===== src/rtl/color_scan_scheduler.sv =====
// Colour sensor scan sequencer: steps the filter R,B,G,
// gates and counts sensor edges, classifies the dominant colour.
module color_scan_scheduler #(
  parameter int SETTLE_CYCLES = 1000,
  parameter int GATE_CYCLES = 100000,
  parameter int CNT_W = 32,
  parameter int R_OFFSET = 14,
  parameter int B_OFFSET = 11,
  parameter int G_OFFSET = 8,
  parameter logic [1:0] SCALE = 2'b11
) (
  input  logic             clk,
  input  logic             rst,
  input  logic             start,
  input  logic             continuous,
  input  logic             sensor_freq,
  output logic [1:0]       scale,
  output logic [1:0]       filter,
  output logic             busy,
  output logic             done,
  output logic [2:0]       color,
  output logic [CNT_W-1:0] red_cnt,
  output logic [CNT_W-1:0] blue_cnt,
  output logic [CNT_W-1:0] green_cnt
);

  localparam int TMAX =
    (SETTLE_CYCLES > GATE_CYCLES) ? SETTLE_CYCLES : GATE_CYCLES;
  localparam int TW = $clog2(TMAX + 1);

  localparam logic [TW-1:0] S_LAST = TW'(SETTLE_CYCLES - 1);
  localparam logic [TW-1:0] G_LAST = TW'(GATE_CYCLES - 1);

  typedef enum logic [2:0] {
    IDLE, SETTLE, GATE, LATCH, CLASSIFY
  } state_t;

  typedef enum logic [1:0] {
    CH_R, CH_B, CH_G
  } ch_t;

  state_t          state;
  ch_t             ch;
  logic [TW-1:0]   timer;
  logic [CNT_W-1:0] edge_cnt;
  logic [CNT_W-1:0] sh_r, sh_b, sh_g;
  logic [CNT_W-1:0] off;
  logic [CNT_W-1:0] lat_val;
  logic [2:0]      color_nxt;
  logic            s1, s2, d3;
  logic            rise;
  logic            done_q;

  assign scale = SCALE;
  assign rise  = s2 & ~d3;

  // Two-flop synchronizer plus delay flop for edge detection
  always_ff @(posedge clk) begin
    if (rst) begin
      s1 <= 1'b0;
      s2 <= 1'b0;
      d3 <= 1'b0;
    end else begin
      s1 <= sensor_freq;
      s2 <= s1;
      d3 <= s2;
    end
  end

  // Offset-corrected count for the channel being latched
  always_comb begin
    off = '0;
    unique case (ch)
      CH_R:    off = CNT_W'(R_OFFSET);
      CH_B:    off = CNT_W'(B_OFFSET);
      CH_G:    off = CNT_W'(G_OFFSET);
      default: off = '0;
    endcase
    lat_val = (edge_cnt < off) ? '0 : edge_cnt - off;
  end

  // Dominant colour from the three shadow counts
  always_comb begin
    color_nxt = 3'b000;
    if (sh_r == sh_b && sh_b == sh_g)
      color_nxt = 3'b111;
    else if (sh_r > sh_b && sh_r > sh_g)
      color_nxt = 3'b001;
    else if (sh_b > sh_r && sh_b > sh_g)
      color_nxt = 3'b010;
    else if (sh_g > sh_r && sh_g > sh_b)
      color_nxt = 3'b100;
  end

  // Scan FSM; done trails the output update by one cycle
  always_ff @(posedge clk) begin
    if (rst) begin
      state     <= IDLE;
      ch        <= CH_R;
      timer     <= '0;
      edge_cnt  <= '0;
      filter    <= 2'b10;
      busy      <= 1'b0;
      done_q    <= 1'b0;
      done      <= 1'b0;
      color     <= 3'b000;
      red_cnt   <= '0;
      blue_cnt  <= '0;
      green_cnt <= '0;
      sh_r      <= '0;
      sh_b      <= '0;
      sh_g      <= '0;
    end else begin
      done_q <= 1'b0;
      done   <= done_q;
      unique case (state)
        IDLE: begin
          if (start) begin
            state  <= SETTLE;
            ch     <= CH_R;
            filter <= 2'b00;
            busy   <= 1'b1;
            timer  <= '0;
          end
        end
        SETTLE: begin
          edge_cnt <= '0;
          if (timer == S_LAST) begin
            timer <= '0;
            state <= GATE;
          end else begin
            timer <= timer + TW'(1);
          end
        end
        GATE: begin
          if (rise && edge_cnt != '1)
            edge_cnt <= edge_cnt + CNT_W'(1);
          if (timer == G_LAST) begin
            timer <= '0;
            state <= LATCH;
          end else begin
            timer <= timer + TW'(1);
          end
        end
        LATCH: begin
          edge_cnt <= '0;
          unique case (ch)
            CH_R: begin
              sh_r   <= lat_val;
              ch     <= CH_B;
              filter <= 2'b01;
              state  <= SETTLE;
            end
            CH_B: begin
              sh_b   <= lat_val;
              ch     <= CH_G;
              filter <= 2'b11;
              state  <= SETTLE;
            end
            default: begin
              sh_g  <= lat_val;
              state <= CLASSIFY;
            end
          endcase
        end
        CLASSIFY: begin
          red_cnt   <= sh_r;
          blue_cnt  <= sh_b;
          green_cnt <= sh_g;
          color     <= color_nxt;
          done_q    <= 1'b1;
          if (continuous) begin
            state  <= SETTLE;
            ch     <= CH_R;
            filter <= 2'b00;
          end else begin
            state  <= IDLE;
            filter <= 2'b10;
            busy   <= 1'b0;
          end
        end
        default: state <= IDLE;
      endcase
    end
  end

endmodule

===== config.mk =====
export PLATFORM = sky130hd
export DESIGN_NAME = color_scan_scheduler
export DESIGN_NICKNAME = d
export VERILOG_FILES = /design/src/rtl/color_scan_scheduler.sv
export SDC_FILE = /design/constraint.sdc
export NUM_CORES = 1
export LEC_CHECK = 0
export CAP_MARGIN = 25
export CORE_ASPECT_RATIO = 1.25
export CORE_UTILIZATION = 60
export DETAILED_ROUTE_END_ITERATION = 6
export GPL_ROUTABILITY_DRIVEN = 0
export PLACE_DENSITY = 0.82
export REMOVE_ABC_BUFFERS = 1
export SLEW_MARGIN = 40
export SYNTH_ARGS = -nofsm -noshare
export SYNTH_HDL_FRONTEND = slang
export SYNTH_SLANG_ARGS = --single-unit

===== constraint.sdc =====
create_clock -name clk -period 4 [get_ports clk]
set_clock_uncertainty 0.1 [all_clocks]
set_input_delay 0.6 -clock clk [delete_from_list [all_inputs] [get_ports clk]]
set_output_delay 0.6 -clock clk [all_outputs]
set_load 0.03 [all_outputs]

Yosys cells after proc, flatten, opt, wreduce, memory -nomap -nowiden
Cells that the tools add are included.

Add/sub/neg operators: 3. Order comparisons: 7. Equality and inequality tests: 18. Muxes and demuxes: 29. Bitwise operators: 3. Reductions and logical operators: 22.

Operators by type and width (number): $gt A32 B32 Y1 (6); $eq A32 B32 Y1 (2); $mux W32 (2); $pmux W32 S2 (1); $mux W17 (3); $pmux W17 S3 (1); $add A32 B1 Y32 const B (1); $lt A32 B32 Y1 (1); $ne A32 B32 Y1 const B (1); $sub A32 B32 Y32 (1); $mux W3 (8); $add A17 B1 Y17 const B (1); $eq A17 B10 Y1 const B (1); $eq A17 B17 Y1 const B (1); $pmux W3 S5 (1); $ne A2 B2 Y1 const B (6); $pmux W2 S3 (2); $pmux W4 S3 (1); $reduce_and A2 Y1 (5); $reduce_and A3 Y1 (3); $pmux W2 S2 (2); $eq A3 B2 Y1 const B (2); $mux W2 (3); $reduce_bool A3 Y1 (2); 15 further kinds (25).

Register bits after elaboration: 257. Bits of input ports: 5. Output and inout bits: 105. Word-level logic and storage cells: 100.

Logic depth before layout (Yosys ltp)
Gate-level depths: netlist of run 1.

Depth in word-level cells: 6. Gate-level depth with buffers: 13. Mapped depth without buffers: 11.

Worst setup path before layout of run 1
OpenSTA, ideal clock, no wires.

Kind: register to register. Start point: register ch[1]. End point: register sh_g[27]. Setup time: 0.134 ns. Arrival time: 2.432 ns. Data required time: 3.766 ns. Path slack: 1.334 ns. Stages on the path, launching flop included: 14. Path buffers: 2. Clock period less this slack: 2.666 ns. Cell sequence: dfxtp_1 > nor2b_1 > ha_1 > inv_1 > fa_1 > a21o_1 > nand2_1 > and4_1 > buf_2 > and2_1 > buf_6 > nor2_1 > mux2i_1 > a211oi_1.

Longest elaborated chain between the ends: 4. Elaborated cells between the ends (all ways): 10. Classes of those cells: add/sub: 1; order compare: 1; eq/ne: 2; mux: 2; bitwise: 1; reduce/logical: 3.

RTL lines: start: declaration (line 43) `ch_t ch;`; start signal: assignment (line 99) `ch <= CH_R;`; start signal: assignment (line 120) `ch <= CH_R;`; start signal: assignment (line 150) `ch <= CH_B;`; $eq A2 B2 Y1 (tied with other cells) (line 73) `unique case (ch)`; $pmux W4 S3 or $reduce_or A2 Y1 (tied branches); $sub A32 B32 Y32 (tied with other cells) (line 79) `lat_val = (edge_cnt < off) ? '0 : edge_cnt - off;`; $mux W32 or $reduce_and A2 Y1 (tied branches); end signal: assignment (line 161) `sh_g <= lat_val;`; end: declaration (line 46) `logic [CNT_W-1:0] sh_r, sh_b, sh_g;`.

Parallel ways exist; a longest one is shown, timed or not. A chain may end at the register's enable or synchronous reset.

Final worst setup path of run 1
Start point: register ch[1]. End point: register sh_b[31].

Longest elaborated chain between the ends: 4. Elaborated cells between the ends (all ways): 8. Classes of those cells: add/sub: 1; order compare: 1; eq/ne: 2; mux: 2; reduce/logical: 2.

RTL lines: $eq A2 B2 Y1 (tied with other cells) (line 73); $pmux W4 S3 (line 73); $sub A32 B32 Y32 or $lt A32 B32 Y1 (tied branches) (line 79); $mux W32 (line 79); end signal: assignment (line 155) `sh_b <= lat_val;`; end: declaration (line 46).

Parallel ways exist; a longest one is shown, timed or not.

==> impl_metrics.toml, run 1 <==
[detailed_routing]
wl_per_cell_um = 16.2
ant_nets = 0
dr_total_vias = 11300
post-route-drc-count = 0
viasPerCell = 5.84
drt-total-wl_mm = 31.3
drt_iter0_drc = 1046
detailedRoute.firstPassIterationCount = 5

[power_and_ir_drop]
power_frac_comb_pct = 7.3
netSwitchingPower_mw = 1.28
worst_ir_drop_vdd_mv = 0.378
sequential_power_share_pct = 48.9
design_power_mw = 5.36
power_density_nw_per_um2 = 365
clkPwrFrac_pct = 43.8
leakage_component_of_the_power_nw = 5.39
internal_power_mw = 4.08
p_sw_share_pct = 23.8

[yosys]
async_set_reset_flop_share_out_of_synthesis_pct = 0
netlist_top_cells_area = "sky130_fd_sc_hd__dfxtp_1 (40%), sky130_fd_sc_hd__ha_1 (10%), sky130_fd_sc_hd__nand2_1 (9.3%)"
synth_top_cell_by_area = "sky130_fd_sc_hd__dfxtp_1"
number_of_enable_type_register_cells_in_the_synthesized_netlist = 0
ys_warn_count = 0
syn_area_sq_um = 12700
synth_cell_types = 72
synth.ff_latch_count = 257
avgSynthCellArea_sq_um = 8.07
synthesized_instance_count = 1578
yosys.area.top_type_share_pct = 40.4
synth_seq_area_share_pct = 40.4
synthFlopType = "sky130_fd_sc_hd__dfxtp_1"

[cts]
cts_tree = "done"
clk_latency_ps = 520
cts.repair_timing.setup_buffer_count = 0
ctsHoldBuffers = 0
clk_root_buffer_cell = "sky130_fd_sc_hd__clkbuf_16"
cts.sinks = 257
max-clock-path-buffers = 3
cts.clk_slew.worst_paths_ps = 70
cts_bufs_inserted = 25
cts.htree.levels = 1
postCtsResizedCells = 0

[setup_path]
timing.critical_path.arrival_ps = 3490
worst_ep_required_time_ps = 4280
cp-start-kind = "register"
endpoint_kind = "register"
critical_path.max_fanout = 15
worst-setup-path-type = "reg2reg"

[sta]
hold_violations = 0
setup_repair_after_global_routing_missed_its_margin = "no"
clock.fmax_mhz = 311
max_slew.worst_pin.slew_ps = 818
slew_headroom_pct = 45.4
finalMaxSlewViolations = 0
setup_viol = 0
layout_setup_ws_ps = 783
min_period_ps = 3220
final_min_period_over_clock_period_pct = 80.4

[cells_and_area]
synthToLayoutAreaGrowth_pct = 15.3
layout.cells.most_common_list = "sky130_fd_sc_hd__nand2_1 (316), sky130_fd_sc_hd__dfxtp_1 (257), sky130_fd_sc_hd__a21oi_1 (194)"
stdcell_count = 1928
seqCellArea_sq_um = 5140
finish.utilization_pct = 70.5
multi_input_comb_area_sq_um = 6860
final_common_cell = "sky130_fd_sc_hd__nand2_1"
fill_cells = 1721
nets = 1744
drive_gt1_share_pct = 4.84
count_of_inserted_antenna_diode_cells = 0

[placement]
placedCellCount = 1883
post_place_worst_slack_ps = 852
io_buffer_count = 107
place.detailed.hpwl_mm = 21.9

[die]
io_pins = 110
die_area_sq_um = 21800
fp-row-count = 59
die_h_um = 165
horiz_die_dim_um = 132
start_util_pct = 61.1
coreArea_sq_um = 20800

[run_status]
status = "finished clean"

[run]
max_cap_violations = 0

[global_routing]
grtUsageMet1_pct = 36.5
grt_first_pass_wirelength_mm = 51.6
pin_count_of_the_biggest_net_entering_global_routing = 98
overflow_after_grt = 0
globalRouteMet3Util_pct = 3.07
grt_pass1_vias = 10600
layer_with_the_highest_usage_after_global_routing = "met2"
number_of_antenna_violations_at_the_first_check_in_global_routing = 0
grt_usage_pct = 28.7
global_route.usage.met2_pct = 49.7

[worst_hold_path]
worstHoldPathType = "reg2reg"
cell families after synthesis:
kind of cell / after synthesis / synth area share (%)
flip-flops: 257 / 40.4
multiplexers: 9 / 0.708
other: 1 / 0.0295
AO/OA/AOI/OAI: 335 / 15.6
adder cells (fa/ha/maj): 103 / 10.2
buffers and inverters: 168 / 5.87
AND/OR/NAND/NOR: 650 / 23.4
XOR/XNOR: 55 / 3.78
layer usage:
metal	up-vias	wire [um]
li1	5521	-
met1	5294	13400
met2	358	15100
met4	0	1070
met3	77	1690
met5	-	0
registers in the layout (all words and copies together), names as in the netlist:
register,flops
s2,1
done,1
busy,1
sh_r,32
sh_b,32
state,3
timer,17
edge_cnt,32
s1,1
filter,2
d3,1
red_cnt,32
done_q,1
sh_g,32
ch,2
green_cnt,32
color,3
blue_cnt,32
synth_stat cells (6+ instances only):
| library cell | instances |
|---|---|
| sky130_fd_sc_hd__o21ai_0 | 26 |
| sky130_fd_sc_hd__xor2_1 | 30 |
| sky130_fd_sc_hd__xnor2_1 | 25 |
| sky130_fd_sc_hd__a21o_1 | 10 |
| sky130_fd_sc_hd__a22oi_1 | 13 |
| sky130_fd_sc_hd__clkbuf_1 | 67 |
| sky130_fd_sc_hd__inv_1 | 75 |
| sky130_fd_sc_hd__a211oi_1 | 43 |
| sky130_fd_sc_hd__nor2b_1 | 11 |
| sky130_fd_sc_hd__nor4_1 | 11 |
| sky130_fd_sc_hd__a21oi_1 | 194 |
| sky130_fd_sc_hd__dfxtp_1 | 257 |
| sky130_fd_sc_hd__or3_1 | 11 |
| sky130_fd_sc_hd__nand3_1 | 33 |
| sky130_fd_sc_hd__and3_1 | 21 |
| sky130_fd_sc_hd__nor2_1 | 143 |
| sky130_fd_sc_hd__ha_1 | 102 |
| sky130_fd_sc_hd__buf_6 | 11 |
| sky130_fd_sc_hd__nor3_1 | 23 |
| sky130_fd_sc_hd__mux2i_1 | 9 |
| sky130_fd_sc_hd__and2_1 | 8 |
| sky130_fd_sc_hd__nand2_1 | 317 |
| sky130_fd_sc_hd__nand4_1 | 31 |
| sky130_fd_sc_hd__o31ai_1 | 7 |
| sky130_fd_sc_hd__nand2b_1 | 6 |
power groups by stage:
stage	logic (mW)	registers, mW	clock network, mW
6_report	0.391	2.62	2.35
5_1_grt	0.429	2.62	2.50
4_1_cts	0.388	2.62	2.38
3_5_place_dp	0.384	2.68	0
3_3_place_gp	0.382	2.68	0
2_1_floorplan	0.224	2.68	0
final cells by class:
class                      count  share of cell area [%]
inverter                      75                    1.92
clock inverter                 9                   0.699
clock buffer                  36                    4.88
multi-input combinational   1154                    46.7
sequential                   257                    35.0
timing repair buffer         123                    8.37
tap                          274                    2.34
worst max-delay path, cell delays in order (launching register included):
cell	delay [ps]
sky130_fd_sc_hd__dfxtp_1	400
sky130_fd_sc_hd__nor2b_1	320
sky130_fd_sc_hd__ha_1	240
sky130_fd_sc_hd__inv_1	60
sky130_fd_sc_hd__fa_1	400
sky130_fd_sc_hd__a21o_1	250
sky130_fd_sc_hd__nand2_1	120
sky130_fd_sc_hd__and4_1	340
sky130_fd_sc_hd__and2_1	190
sky130_fd_sc_hd__buf_4	230
sky130_fd_sc_hd__nor2_1	70
sky130_fd_sc_hd__mux2i_1	260
sky130_fd_sc_hd__a211oi_1	120
worst paths after layout:
| path | cells after the start | slack, ps | endpoint | from |
|---|---|---|---|---|
| worst max-delay path | 12 | 780 | sh_b[31] | ch[1] |
| worst min-delay path | 1 | 340 | done | done_q |
| worst max register to register | 12 | 780 | sh_b[31] | ch[1] |
| worst min register to register | 1 | 340 | done | done_q |
per-stage QoR:
stage	instance area (sq um)	hold WS, ps	setup TNS, ps
global route	14700	360	0
CTS	14700	347	0
floorplan	12300	314	-37610
finish	14700	342	0
detailed placement	13900	331	0
global placement	13800	317	0
No activity file was read; power rests on OpenSTA's default activity.
==> run 2, diff against run 1 <==
- CORE_UTILIZATION: 60 -> 58
- PLACE_DENSITY: 0.82 -> 0.8
- clock period: 4 -> 3.2 ns (I/O delays scaled with it)
==> run 2 against run 1 <==
Net effect:
- global-route usage down 0.39 points
- combinational power is 28% higher
- cell count increased by 0.67%
- critical path depth did not move
- largest cell class unchanged
- sequential share of layout area down 0.33 points
- fmax rose by 9.6%
- register-to-register slack got worse by 520 ps
- non-clock buffer count increased by 7
- clock-buffer cell count shrank 1
==> impl_metrics.toml, run 2 (synthesis results as in run 1) <==
[sta]
min_period_ps = 2940
layout_setup_ws_ps = 263
clock.fmax_mhz = 341
final_min_period_over_clock_period_pct = 91.8
hold_violations = 0
finalMaxSlewViolations = 0
slew_headroom_pct = 48.6
setup_repair_after_global_routing_missed_its_margin = "no"
setup_viol = 0
max_slew.worst_pin.slew_ps = 764

[detailed_routing]
drt_iter0_drc = 799
detailedRoute.firstPassIterationCount = 7
ant_nets = 0
viasPerCell = 5.81
dr_total_vias = 11300
wl_per_cell_um = 16.4
drt-total-wl_mm = 31.8
post-route-drc-count = 0

[cts]
cts_tree = "done"
cts.sinks = 257
max-clock-path-buffers = 3
cts.repair_timing.setup_buffer_count = 0
clk_latency_ps = 530
cts.htree.levels = 1
clk_root_buffer_cell = "sky130_fd_sc_hd__clkbuf_16"
cts.clk_slew.worst_paths_ps = 60
cts_bufs_inserted = 26

[global_routing]
grt_usage_pct = 28.3
overflow_after_grt = 0
grt_pass1_vias = 10700
grt_first_pass_wirelength_mm = 52.3
pin_count_of_the_biggest_net_entering_global_routing = 105
number_of_antenna_violations_at_the_first_check_in_global_routing = 0

[placement]
post_place_worst_slack_ps = 231
place.detailed.hpwl_mm = 22.0
io_buffer_count = 107
placedCellCount = 1895

[die]
io_pins = 110
die_h_um = 168
horiz_die_dim_um = 135
die_area_sq_um = 22500
fp-row-count = 60
coreArea_sq_um = 21500
start_util_pct = 59.1

[setup_path]
cp-start-kind = "register"
crit-reg2reg-launch = "ch[0]"
worst-setup-path-type = "reg2reg"
worst_ep_required_time_ps = 3500
worstSetupStartpoint = "ch[0]"
critical_path.max_fanout = 14
endpoint_kind = "register"
timing.critical_path.arrival_ps = 3230

[cells_and_area]
count_of_inserted_antenna_diode_cells = 0
drive_gt1_share_pct = 5.42
fill_cells = 1768
layout.cells.most_common_list = "sky130_fd_sc_hd__nand2_1 (316), sky130_fd_sc_hd__dfxtp_1 (257), sky130_fd_sc_hd__a21oi_1 (194)"
nets = 1752
final_common_cell = "sky130_fd_sc_hd__nand2_1"
stdcell_count = 1941
synthToLayoutAreaGrowth_pct = 16.4

[worst_hold_path]
worst_hold_startpoint = "rst"
worstHoldPathType = "in2reg"

[run_status]
status = "finished clean"

[run]
max_cap_violations = 0

[power_and_ir_drop]
leakage_component_of_the_power_nw = 5.46
power_density_nw_per_um2 = 466
worst_ir_drop_vdd_mv = 0.527
run 2: metrics by stage:
| stage | total power, mW | hold slack [ps] | utilization [%] | setup TNS [ps] | cell area, sq um |
|---|---|---|---|---|---|
| after floorplan | 3.63 | 314 | - | -140450 | 12300 |
| after global placement | 3.83 | 317 | 64.7 | 0 | 13900 |
| after detailed placement | 3.84 | 326 | 64.7 | 0 | 13900 |
| after CTS | 6.95 | 259 | 68.8 | 0 | 14800 |
| after global routing | 7.14 | 279 | 68.8 | 0 | 14800 |
| final | 6.90 | 269 | 68.8 | 0 | 14800 |
run 2: final timing paths:
path                   end  slack [ps]  depth (start not counted)
max                sh_b[5]         260                         12
min          green_cnt[18]         270                          2
max reg2reg        sh_b[5]         260                         12
min reg2reg           done         330                          1
run 2: layout make-up:
cell class	instances	area [sq um]	share of cell area (%)
clock inverter	11	138	0.929
clock buffer	35	746	5.03
tap	279	349	2.36
sequential	257	5140	34.7
inverter	75	282	1.90
timing repair buffer	130	1300	8.76
multi-input combinational	1154	6860	46.3
run 2: power breakdown:
part	switching (mW)	internal (mW)	total [mW]	leakage (nW)
registers	0.0457	3.23	3.28	2.07
clock network	1.25	1.87	3.12	0.429
logic	0.339	0.162	0.501	2.97
run 2: layer usage:
layer	track usage, %	share of wire, %
met1	35.4	43
met2	48.8	48
met3	3.45	5.1
met4	12.1	4.1
met5	0	0
run 2: worst max-delay path: stages (launching register included):
cell	delay (ps)
sky130_fd_sc_hd__dfxtp_1	350
sky130_fd_sc_hd__nor2b_2	250
sky130_fd_sc_hd__ha_1	210
sky130_fd_sc_hd__inv_1	50
sky130_fd_sc_hd__fa_1	400
sky130_fd_sc_hd__a21o_1	250
sky130_fd_sc_hd__nand2_1	110
sky130_fd_sc_hd__and4_1	210
sky130_fd_sc_hd__and2_1	320
sky130_fd_sc_hd__buf_4	290
sky130_fd_sc_hd__a21oi_1	90
sky130_fd_sc_hd__nand2_1	90
sky130_fd_sc_hd__a21oi_1	80
run 2: timing repair:
action | CTS | global route
hold buffers | 0 | 0
setup endpoints to repair | 0 | 44
resized for setup | 0 | 1
hold endpoints to repair | 0 | 0
==> run 3, diff against run 2 <==
- CORE_MARGIN: default -> 5
==> run 3 against run 2 <==
Net effect:
- combinational power is 3% lower
- clock power is 2% higher
- global-route usage shrank 3.2 points
- first-iteration DRC count grew 7.5%
- utilization about the same
- setup slack better by 16 ps
- worst hold slack worse by 63 ps
- register-to-register slack better by 20 ps
- die area increased by 11%
- critical endpoint is now sh_g[10]
==> impl_metrics.toml, run 3 (synthesis results as in run 1) <==
[cells_and_area]
final_common_cell = "sky130_fd_sc_hd__nand2_1"
count_of_inserted_antenna_diode_cells = 0
synthToLayoutAreaGrowth_pct = 16.4
layout.cells.most_common_list = "sky130_fd_sc_hd__nand2_1 (316), sky130_fd_sc_hd__dfxtp_1 (257), sky130_fd_sc_hd__a21oi_1 (194)"
drive_gt1_share_pct = 5.30
stdcell_area_sq_um = 14800
nets = 1751
finish.utilization_pct = 68.8

[cts]
cts_tree = "done"
max-clock-path-buffers = 3
postCtsResizedCells = 0
cts.repair_timing.setup_buffer_count = 0
cts.sinks = 257
clk_root_buffer_cell = "sky130_fd_sc_hd__clkbuf_16"
ctsHoldBuffers = 0
cts.htree.levels = 1
clk_latency_ps = 530
cts_bufs_inserted = 26
cts.clk_slew.worst_paths_ps = 60

[setup_path]
worst-setup-path-type = "reg2reg"
crit-reg2reg-launch = "ch[0]"
worst_ep_required_time_ps = 3510
worstSetupStartpoint = "ch[0]"
critical_path.max_fanout = 14
endpoint_kind = "register"
crit-reg2reg-capture = "sh_g[10]"
timing.critical_path.arrival_ps = 3230
r2r_slack_ps = 280
cp-start-kind = "register"
worstRegToRegCells = 12

[detailed_routing]
ant_nets = 0
drt_iter0_drc = 859
viasPerCell = 5.79
dr_total_vias = 11200
post-route-drc-count = 0
detailedRoute.firstPassIterationCount = 5
drt-total-wl_mm = 31.7
wl_per_cell_um = 16.3

[run]
max_cap_violations = 0

[sta]
setup_repair_after_global_routing_missed_its_margin = "no"
layout_setup_ws_ps = 279
finalMaxSlewViolations = 0
max_slew.worst_pin.slew_ps = 703
hold_violations = 0
setup_viol = 0
holdWs_ps = 206
setup_total_negative_slack_ps = 0
final_min_period_over_clock_period_pct = 91.3
min_period_ps = 2920
slew_headroom_pct = 53.1
clock.fmax_mhz = 342

[die]
die_h_um = 176
die_area_sq_um = 25000
horiz_die_dim_um = 143
coreArea_sq_um = 21500
io_pins = 110
start_util_pct = 59.1
fp-row-count = 60

[worst_hold_path]
holdPathEnd = "filter[0]"
worst_hold_path.num_cells = 2
worstHoldPathType = "in2reg"
worst_hold_startpoint = "rst"

[placement]
place.detailed.hpwl_mm = 22.5
post_place_worst_slack_ps = 222
dpl_cell_area_sq_um = 13900
io_buffer_count = 107

[global_routing]
grt_pass1_vias = 11000
number_of_antenna_violations_at_the_first_check_in_global_routing = 0
pin_count_of_the_biggest_net_entering_global_routing = 98
grt_usage_pct = 25.1
grt_first_pass_wirelength_mm = 53.1
overflow_after_grt = 0

[power_and_ir_drop]
power_density_nw_per_um2 = 468
worst_ir_drop_vdd_mv = 0.493
leakage_component_of_the_power_nw = 5.46

[run_status]
status = "finished clean"
==> run 3: cell types whose count changed in the layout (fill, tap and decap cells not counted), sizes merged <==
| cell | previous run | this run |
|---|---|---|
| buf | 24 | 23 |
| clkinv | 5 | 2 |
| clkinvlp | 3 | 1 |
| clkbuf | 35 | 39 |
==> run 3: routing by layer <==
layer | share of wire [%] | global-route usage [%]
met4 | 3.4 | 8.72
met3 | 6.0 | 3.46
met2 | 49 | 43.2
met1 | 42 | 32.0
met5 | 0 | 0
==> run 3: cell type report <==
cell class | instances | area [sq um]
clock inverters | 6 | 108
clock buffers | 39 | 791
repair buffers | 129 | 1280
multi-input cells | 1154 | 6870
inverters | 75 | 282
fillers | 1781 | 6730
flip-flops and latches | 257 | 5140
well taps | 279 | 349
==> run 3: per-stage QoR <==
step / power, mW / instances
6_report: 6.94 / 1939
2_1_floorplan: 3.63 / 1486
3_5_place_dp: 3.83 / 1894
5_1_grt: 7.16 / 1939
4_1_cts: 6.97 / 1939
3_3_place_gp: 3.82 / 1894
==> run 3: critical path, stage by stage, from the launching register on <==
cell and delay [ps]:
sky130_fd_sc_hd__dfxtp_1 350, sky130_fd_sc_hd__nor2b_2 240, sky130_fd_sc_hd__ha_1 200, sky130_fd_sc_hd__inv_1 60
sky130_fd_sc_hd__fa_1 410, sky130_fd_sc_hd__a21o_1 250, sky130_fd_sc_hd__nand2_1 120, sky130_fd_sc_hd__and4_1 210
sky130_fd_sc_hd__and2_1 300, sky130_fd_sc_hd__buf_4 290, sky130_fd_sc_hd__a21oi_1 110, sky130_fd_sc_hd__nand2_1 90
sky130_fd_sc_hd__a21oi_1 60
==> run 3: power by group <==
group	switching (mW)	internal, mW	total, mW
Sequential	0.0441	3.23	3.28
Combinational	0.332	0.156	0.488
Clock	1.24	1.94	3.17
Total	1.61	5.32	6.94
==> run 3: how the worst max path moves through the flow <==
stage / end / slack, ps / depth (start not counted)
2_1_floorplan: sh_r[9] / -1710 / 6
3_3_place_gp: sh_g[16] / 360 / 12
5_1_grt: sh_b[6] / 120 / 12
3_5_place_dp: sh_g[10] / 220 / 12
6_report: sh_g[10] / 280 / 12
4_1_cts: sh_g[10] / 190 / 12
